File: src/rtl/regfile_sb_pkg.sv
// Shared types and sizing for the regfile_sb register file and scoreboard.
// Optional build macro used by this slice: REGFILE_BYPASS_EN (write-to-read forwarding).
package regfile_sb_pkg;

  localparam int unsigned XLEN  = 32;
  localparam int unsigned NREG  = 32;
  localparam int unsigned IDX_W = $clog2(NREG);
  localparam int unsigned CNT_W = 2;

  typedef logic [IDX_W-1:0] reg_idx_t;
  typedef logic [XLEN-1:0]  xlen_t;
  typedef logic [CNT_W-1:0] sb_cnt_t;

  localparam reg_idx_t X0      = IDX_W'(0);
  localparam sb_cnt_t  CNT_MAX = '1;

endpackage

File: src/rtl/regfile_sb_if.sv
// Pipeline-to-register-file bus: writeback, decode read ports, issue and hazard status.
interface regfile_sb_if;
  import regfile_sb_pkg::*;

  reg_idx_t write_addr_i;
  xlen_t    write_data_i;
  logic     regwrite_i;
  reg_idx_t rs1_addr;
  reg_idx_t rs2_addr;
  logic     rs1_used;
  logic     rs2_used;
  xlen_t    rs1_data;
  xlen_t    rs2_data;
  logic     issue_valid;
  reg_idx_t issue_rd;
  logic     issue_regwrite;
  logic     stall_o;
  logic     sb_err_o;

  modport master (
    output write_addr_i, write_data_i, regwrite_i,
    output rs1_addr, rs2_addr, rs1_used, rs2_used,
    output issue_valid, issue_rd, issue_regwrite,
    input  rs1_data, rs2_data, stall_o, sb_err_o
  );

  modport slave (
    input  write_addr_i, write_data_i, regwrite_i,
    input  rs1_addr, rs2_addr, rs1_used, rs2_used,
    input  issue_valid, issue_rd, issue_regwrite,
    output rs1_data, rs2_data, stall_o, sb_err_o
  );

endinterface

File: src/rtl/regfile_sb_cnt.sv
// One register's pending-write counter: saturating up/down with an over/underflow pulse.
module regfile_sb_cnt
  import regfile_sb_pkg::*;
(
  input  logic    clk,
  input  logic    rst,
  input  logic    inc,
  input  logic    dec,
  output sb_cnt_t cnt,
  output logic    err_c
);

  // Issue and retire on the same edge cancel; otherwise step while in range.
  always_ff @(posedge clk) begin
    if (rst) begin
      cnt <= '0;
    end else if (inc && !dec && cnt != CNT_MAX) begin
      cnt <= cnt + CNT_W'(1);
    end else if (dec && !inc && cnt != '0) begin
      cnt <= cnt - CNT_W'(1);
    end
  end

  // A blocked step is a scoreboard protocol error.
  assign err_c = (inc && !dec && cnt == CNT_MAX) || (dec && !inc && cnt == '0);

endmodule

File: src/rtl/regfile_sb.sv
// Integer register file with two async read ports and a per-register pending-write scoreboard.
// Optional build macro: REGFILE_BYPASS_EN forwards same-cycle writeback data and retire to reads.
module regfile_sb
  import regfile_sb_pkg::*;
(
  input  logic         clk,
  input  logic         rst,
  regfile_sb_if.slave  bus
);

  xlen_t           regs [NREG];
  sb_cnt_t         cnt  [NREG];
  logic [NREG-1:0] err_vec;
  logic            issue_ev;
  logic            retire_ev;
  logic            haz1;
  logic            haz2;
  logic            sb_err_q;

  assign issue_ev  = bus.issue_valid && bus.issue_regwrite && (bus.issue_rd != X0);
  assign retire_ev = bus.regwrite_i && (bus.write_addr_i != X0);

  // Register array; writes to x0 are dropped so it always reads back zero.
  always_ff @(posedge clk) begin
    if (rst) begin
      for (int i = 0; i < int'(NREG); i++) begin
        regs[i] <= '0;
      end
    end else if (retire_ev) begin
      regs[bus.write_addr_i] <= bus.write_data_i;
    end
  end

  // x0 has no pending writes by construction.
  assign cnt[0]     = '0;
  assign err_vec[0] = 1'b0;

  for (genvar r = 1; r < int'(NREG); r++) begin : g_cnt
    regfile_sb_cnt u_cnt (
      .clk   (clk),
      .rst   (rst),
      .inc   (issue_ev  && (bus.issue_rd     == IDX_W'(r))),
      .dec   (retire_ev && (bus.write_addr_i == IDX_W'(r))),
      .cnt   (cnt[r]),
      .err_c (err_vec[r])
    );
  end

  // Sticky scoreboard error until reset.
  always_ff @(posedge clk) begin
    if (rst) begin
      sb_err_q <= 1'b0;
    end else if (|err_vec) begin
      sb_err_q <= 1'b1;
    end
  end

  assign bus.sb_err_o = sb_err_q;

  // Read ports and hazard detection.
  always_comb begin
    bus.rs1_data = '0;
    bus.rs2_data = '0;
    if (bus.rs1_addr != X0) bus.rs1_data = regs[bus.rs1_addr];
    if (bus.rs2_addr != X0) bus.rs2_data = regs[bus.rs2_addr];
    haz1 = bus.rs1_used && (bus.rs1_addr != X0) && (cnt[bus.rs1_addr] != '0);
    haz2 = bus.rs2_used && (bus.rs2_addr != X0) && (cnt[bus.rs2_addr] != '0);
`ifdef REGFILE_BYPASS_EN
    if (retire_ev && bus.write_addr_i == bus.rs1_addr) begin
      bus.rs1_data = bus.write_data_i;
      if (cnt[bus.rs1_addr] == CNT_W'(1)) haz1 = 1'b0;
    end
    if (retire_ev && bus.write_addr_i == bus.rs2_addr) begin
      bus.rs2_data = bus.write_data_i;
      if (cnt[bus.rs2_addr] == CNT_W'(1)) haz2 = 1'b0;
    end
`endif
    bus.stall_o = haz1 || haz2;
  end

  // Decode must hold a stalled instruction rather than issue it.
  a_no_issue_on_stall: assert property (@(posedge clk) disable iff (rst)
    !(bus.stall_o && bus.issue_valid));

endmodule

File: src/flat_wrapper.sv
// flat-port wrapper written by rule: the top's interface ports become plain ports
module regfile_sb_flat import regfile_sb_pkg::*;
  (clk, rst, bus_write_addr_i, bus_write_data_i, bus_regwrite_i, bus_rs1_addr, bus_rs2_addr, bus_rs1_used, bus_rs2_used, bus_issue_valid, bus_issue_rd, bus_issue_regwrite, bus_rs1_data, bus_rs2_data, bus_stall_o, bus_sb_err_o);
  regfile_sb_if bus_i ();
  input  logic clk;
  input  logic rst;
  input wire logic [$bits(bus_i.write_addr_i)-1:0] bus_write_addr_i;
  input wire logic [$bits(bus_i.write_data_i)-1:0] bus_write_data_i;
  input wire logic [$bits(bus_i.regwrite_i)-1:0] bus_regwrite_i;
  input wire logic [$bits(bus_i.rs1_addr)-1:0] bus_rs1_addr;
  input wire logic [$bits(bus_i.rs2_addr)-1:0] bus_rs2_addr;
  input wire logic [$bits(bus_i.rs1_used)-1:0] bus_rs1_used;
  input wire logic [$bits(bus_i.rs2_used)-1:0] bus_rs2_used;
  input wire logic [$bits(bus_i.issue_valid)-1:0] bus_issue_valid;
  input wire logic [$bits(bus_i.issue_rd)-1:0] bus_issue_rd;
  input wire logic [$bits(bus_i.issue_regwrite)-1:0] bus_issue_regwrite;
  output wire logic [$bits(bus_i.rs1_data)-1:0] bus_rs1_data;
  output wire logic [$bits(bus_i.rs2_data)-1:0] bus_rs2_data;
  output wire logic [$bits(bus_i.stall_o)-1:0] bus_stall_o;
  output wire logic [$bits(bus_i.sb_err_o)-1:0] bus_sb_err_o;
  assign bus_i.write_addr_i = bus_write_addr_i;
  assign bus_i.write_data_i = bus_write_data_i;
  assign bus_i.regwrite_i = bus_regwrite_i;
  assign bus_i.rs1_addr = bus_rs1_addr;
  assign bus_i.rs2_addr = bus_rs2_addr;
  assign bus_i.rs1_used = bus_rs1_used;
  assign bus_i.rs2_used = bus_rs2_used;
  assign bus_i.issue_valid = bus_issue_valid;
  assign bus_i.issue_rd = bus_issue_rd;
  assign bus_i.issue_regwrite = bus_issue_regwrite;
  assign bus_rs1_data = bus_i.rs1_data;
  assign bus_rs2_data = bus_i.rs2_data;
  assign bus_stall_o = bus_i.stall_o;
  assign bus_sb_err_o = bus_i.sb_err_o;
  regfile_sb u_core (.clk(clk), .rst(rst), .bus(bus_i));
endmodule
File: config.mk
export PLATFORM = sky130hd
export DESIGN_NAME = regfile_sb_flat
export DESIGN_NICKNAME = d
export VERILOG_FILES = /design/src/rtl/regfile_sb_pkg.sv /design/src/rtl/regfile_sb_if.sv /design/src/rtl/regfile_sb_cnt.sv /design/src/rtl/regfile_sb.sv /design/src/flat_wrapper.sv
export SDC_FILE = /design/constraint.sdc
export NUM_CORES = 2
export LEC_CHECK = 0
export BUFFER_PORTS_ARGS = -buffer_cell sky130_fd_sc_hd__buf_2
export CAP_MARGIN = 0
export CELL_PAD_IN_SITES_DETAIL_PLACEMENT = 0
export CELL_PAD_IN_SITES_GLOBAL_PLACEMENT = 1
export CORE_MARGIN = 2
export CORE_UTILIZATION = 45
export DETAILED_ROUTE_END_ITERATION = 12
export GPL_ROUTABILITY_DRIVEN = 0
export MAX_ROUTING_LAYER = met4
export PLACE_DENSITY_LB_ADDON = 0.1
export RECOVER_POWER = 100
export SLEW_MARGIN = 15
export SYNTH_ARGS = -nofsm -noshare
export SYNTH_HDL_FRONTEND = slang
export SYNTH_HIERARCHICAL = 1
export SYNTH_SLANG_ARGS = --single-unit
File: constraint.sdc
create_clock -name clk -period 2.5 [get_ports clk]
set_input_delay 0.5 -clock clk [delete_from_list [all_inputs] [get_ports clk]]
set_output_delay 0.5 -clock clk [all_outputs]
set_load 0.02 [all_outputs]
# Word level (Yosys, flattened, before mapping)
# Memories as Yosys holds them, arrays and structs flattened.
# Cells that the tools add are included.
dict set report totals {
  reg_bits 63
  ramBits 1024
  word_cells 751
  mem_count 1
}
dict set report classes {
  add_sub_neg 62
  order_cmp 2
  eq_ne 124
  mux 78
  bitwise 2
  reduce_logical 450
}
# name words width read_ports rd_clocked_by_memory_dff wr line
set memory_table {}
lappend memory_table {u_core.regs 32 32 2 0 32 regfile_sb.sv:11} ;# xlen_t regs [NREG];
# cell count
set op_table {}
lappend op_table {{1-bit logical AND} 255}
lappend op_table {{5-bit equality test, second input constant} 32}
lappend op_table {{2-bit two-way mux} 66}
lappend op_table {{2-bit nonzero test} 64}
lappend op_table {{32-bit two-way mux} 3}
lappend op_table {{5-bit by 4-bit equality test with 1-bit output, second input constant} 16}
lappend op_table {{2-bit by 1-bit adder with 2-bit output, second input constant} 31}
lappend op_table {{2-bit equality test, second input constant} 31}
lappend op_table {{1-bit zero test} 62}
lappend op_table {{2-bit zero test} 31}
lappend op_table {{2-bit inequality test, second input constant} 31}
lappend op_table {{2-bit by 1-bit subtractor with 2-bit output, second input constant} 31}
lappend op_table {{5-bit by 3-bit equality test with 1-bit output, second input constant} 8}
lappend op_table {{1-bit logical OR} 32}
lappend op_table {{32-bit OR reduction} 1}
lappend op_table {{31-bit OR reduction} 1}
lappend op_table {{2-bit binary-select mux with 5-bit select} 2}
lappend op_table {{5-bit by 2-bit equality test with 1-bit output, second input constant} 4}
lappend op_table {{5-bit nonzero test} 4}
lappend op_table {{6-bit >= comparator, second input constant} 2}
lappend op_table {{5-bit inverter with 6-bit output} 2}
lappend op_table {{5-bit by 1-bit equality test with 1-bit output, second input constant} 2}
lappend op_table {{1-bit two-way mux} 6}
lappend op_table {{5-bit two-way mux} 1}

# Depth between registers and ports, before layout
dict set report logic_depth {
  ltp_word 8
  ltp_mapped 11
}

# By module
# Netlist, hierarchy kept.
# module n_inst cells_per_inst area_per_inst_um2 seq_area_each_um2
set modules_own_cells {}
lappend modules_own_cells {regfile_sb 1 3598 55629.6 30769.5}
lappend modules_own_cells {regfile_sb_cnt 31 14 116.4 40.0}

# Worst setup path before layout
# OpenSTA, ideal clock, no wires.
dict set report synth_timing {
  path_kind {input to output}
  startpoint {input bus_rs2_addr[1]}
  endpoint {output bus_rs2_data[10]}
  arrival_ns 2.197
  path_slack_ns -0.197
  cell_stages 7
  n_path_buf 3
  path_cell_list {buf_2 buf_2 buf_1 mux4_2 mux4_2 nand2_1 o21ai_1}
}
dict set report synth_between {
  elab_chain_cells 2
  elab_cells_between_ends 3
}
# element line
set synth_lines {}
lappend synth_lines {{start, declared} flat_wrapper.sv:11} ;# input wire logic [$bits(bus_i.rs2_addr)-1:0] bus_rs2_addr;
lappend synth_lines {{memory read 32 x 32 bit / 5-bit nonzero test (equally long branches)} n/a}
lappend synth_lines {{32-bit two-way mux *} regfile_sb.sv:65} ;# if (bus.rs2_addr != X0) bus.rs2_data = regs[bus.rs2_addr];
lappend synth_lines {{end, declared} flat_wrapper.sv:18} ;# output wire logic [$bits(bus_i.rs2_data)-1:0] bus_rs2_data;
# Mark *: on every way between the ends. The rest lies on a longest branch, timed or not.

==> flow_summary_export.csv <==
group,metric,value,unit
timing,whs,0.3266,ns
critical_path,crit_chain,"mux4_2 > mux4_2 > nor2_4 > nor2_4 > buf_6",
power,leakage,24.83,nW
drt,first_pass_iters,5,
synthesis,synth.top_cell.area_share,51.91,%
drt,drt-initial-drc-count,4372,
power,power,46.84,mW
power,ir_worst_vdd,670.4,uV
synthesis,syn_inst,4032,
synthesis,synth_top_area_cell,"edfxtp_1",
finish,drive_gt1_share,36.17,%
cts,insertion_delay,0.78,ns
die,die_h,366.8,microns
drt,drc,0,
timing,setup_slack,-0.6600,ns
cts,clock_path_buffers,3,
synthesis,synthFlopType,"edfxtp_1",
placed_design,dp.cells,6110,
status,status,"finished, violations left",
synthesis,async_flop_share,0,%
timing,tns,-69.49,ns
global_route,overflow,0,
cts,h-tree-depth,4,
cts,cts_made_buffers,130,
status,violations,"max-capacitance violations, max-slew violations, negative setup slack",
global_route,grt_max_degree,76,
global_route,grt_usage,32.46,%
die,die_w,366.8,microns
timing,worstMarginPinSlew,2.159,ns
synthesis,yosysWarnings,6,
worst_hold_path,min_path_type,"in -> reg",
cts,cts_sinks,1087,
run,maxCapViolations,3,
synthesis,synth_seq_cells,1087,
critical_path,worst_ep_required_time,2.00,ns
synthesis,synthDistinctLibCells,48,
global_route,grt_pass1_wl,297900,microns
cts,cts.hold.buffers_added,0,
critical_path,slowest_stage,"mux4_2",
drt,detail-route-antenna-nets,0,
critical_path,cp-start-kind,"flop",
timing,fin_crit,3.160,ns
timing,fmax,316.5,MHz
timing,grt_setup_unrepaired,"yes",
finish,fillers,10810,
synthesis,synth_area,0.05924,sq mm
finish,finalNonFillerCells,6352,
critical_path,path_max_fanout,2,
cts,cts_tree,"done",
synthesis,ys_seq_area_share,54.04,%
synthesis,avgSynthCellArea,14.69,sq um
die,start_util,45.17,%
critical_path,endpoint_kind,"output pin",
placed_design,place_ws,-0.7383,ns
synthesis,synth_commonest_cells,"edfxtp_1, and2_1, mux4_2",
timing,setup_viol,517,
timing,drv_slew,110,
finish,nets,4556,
die,io_pins,125,
cts,root_buffer,"clkbuf_16",
finish,areaGrowthSynthToFinish,20.40,%
timing,hold_violations,0,
die,die-area,0.1346,sq mm
drt,totalWireLength,212200,microns
drt,via_per_inst,6.182,
die,rows,133,
placed_design,dp.final_hpwl,134300,microns
global_route,grt_pass1_vias,38720,
global_route,antenna_found_initial,18,
critical_path,cp_slowest_stage_delay,0.62,ns
die,coreArea,0.1311,sq mm
timing,period_share,126.4,%
cts,clk_pin_slew,0.06,ns
timing,max_slew_margin,-43.92,%
synthesis,ys_top_cells_by_area,"edfxtp_1, mux4_2, and2_1",
timing,fin_worst_skew,0.01817,ns
placed_design,portBuffers,124,
critical_path,crit_arrival,2.66,ns
synthesis,yosysMostFrequentCell,"edfxtp_1",
drt,vias,39270,
power,pwr_density_cell,656.8,mW/mm^2
drt,wl_per_cell,33.41,microns
critical_path,worstSetupPathType,"reg -> out",
synthesis,synth_edf_count,1024,
## timing repair
item                       4_1_cts  5_1_grt
buffers inserted                 0        9
pin swaps                       56       16
setup endpoints to repair       65       65
resized for setup              286       45
gates cloned                     3        2
## area by class of cell
| type | count | area (sq um) | share of cell area [%] |
|---|---|---|---|
| Timing Repair Buffer | 680 | 6427 | 9.012 |
| Clock inverter | 66 | 624.3 | 0.8754 |
| Tap cell | 1755 | 2196 | 3.079 |
| Sequential cell | 1087 | 32020 | 44.90 |
| Antenna cell | 8 | 20.02 | 0.02807 |
| Multi-Input combinational cell | 2559 | 26410 | 37.04 |
| Clock buffer | 158 | 3453 | 4.842 |
| Inverter | 39 | 161.4 | 0.2263 |
## worst max-delay path, delay by kind of cell (launching register included)
| family | cells | cell delay, ns |
|---|---|---|
| buf+inv | 1 | 0.12 |
| simple gates | 2 | 0.23 |
| flops | 1 | 0.41 |
| mux | 2 | 1.11 |
## kinds of logic after synthesis
family | share of synthesized area [%]
compound gates | 3.246
buf+inv | 3.088
flops | 54.04
mux | 24.59
other cells | 0.006331
simple gates | 15.03
## state kept, by name, indices dropped and copies added, names as in the netlist
register / flops
u_core/regs: 1024
u_core/bus.sb_err_o: 1
u_core/g_cnt.u_cnt/cnt: 62
## through the flow
step | cell area, sq um | util [%]
floorplan | 60150 | -
global placement | 67510 | 51.48
detailed placement | 67510 | 51.48
CTS | 72710 | 55.45
global route | 71310 | 54.38
finish | 71320 | 54.39
## routing by layer
layer  global-route usage, %  vias up  part of all wire [%]
li1                        -    16310                     -
met2                   50.16     1959                    47
met5                       -        -                     0
met3                   5.965      400                   8.7
met4                   8.914        0                   3.2
met1                   44.42    20600                    41
## final timing paths
| kind | startpoint | to | slack [ns] | depth (start not counted) |
|---|---|---|---|---|
| max | u_core/regs[15][21] | bus_rs1_data[21] | -0.66 | 5 |
| min | bus_write_data_i[30] | u_core/regs[5][30] | 0.33 | 2 |
| max reg2reg | u_core/g_cnt[20].u_cnt/cnt[0] | u_core/bus.sb_err_o | 0.88 | 8 |
| min reg2reg | u_core/g_cnt[26].u_cnt/cnt[0] | u_core/g_cnt[26].u_cnt/cnt[0] | 0.50 | 1 |
## placed cells by master, fill, tap and decap left out, drive strengths merged, types with 6 or more instances in the layout
cell / synthesis / layout
clkinv: 1 / 40
nor3: 30 / 30
and2: 992 / 992
a221oi: 31 / 31
conb: 1 / 32
dfxtp: 63 / 63
nand4: 6 / 6
mux2i: 47 / 47
nand3: 42 / 42
o22ai: 22 / 22
edfxtp: 1024 / 1024
o21ai: 103 / 103
a21oi: 84 / 84
bufinv: 0 / 9
clkbuf: 262 / 306
clkinvlp: 0 / 7
nor2b: 36 / 36
nor4: 9 / 9
nand3b: 34 / 34
inv: 38 / 49
o31ai: 31 / 31
nor2: 194 / 194
nand2b: 70 / 70
nand2: 84 / 84
a211oi: 7 / 7
buf: 116 / 528
mux4: 600 / 600
mux2: 52 / 52
diode: 0 / 8
or2: 32 / 32
## where the power goes
part / leakage, nW / internal (mW) / switching [mW]
clock: 1.98 / 10.8 / 7.87
combinational: 12.6 / 3.20 / 3.59
sequential: 10.3 / 20.9 / 0.516
total: 24.8 / 34.9 / 12.0
No activity file was read; power rests on OpenSTA's default activity.
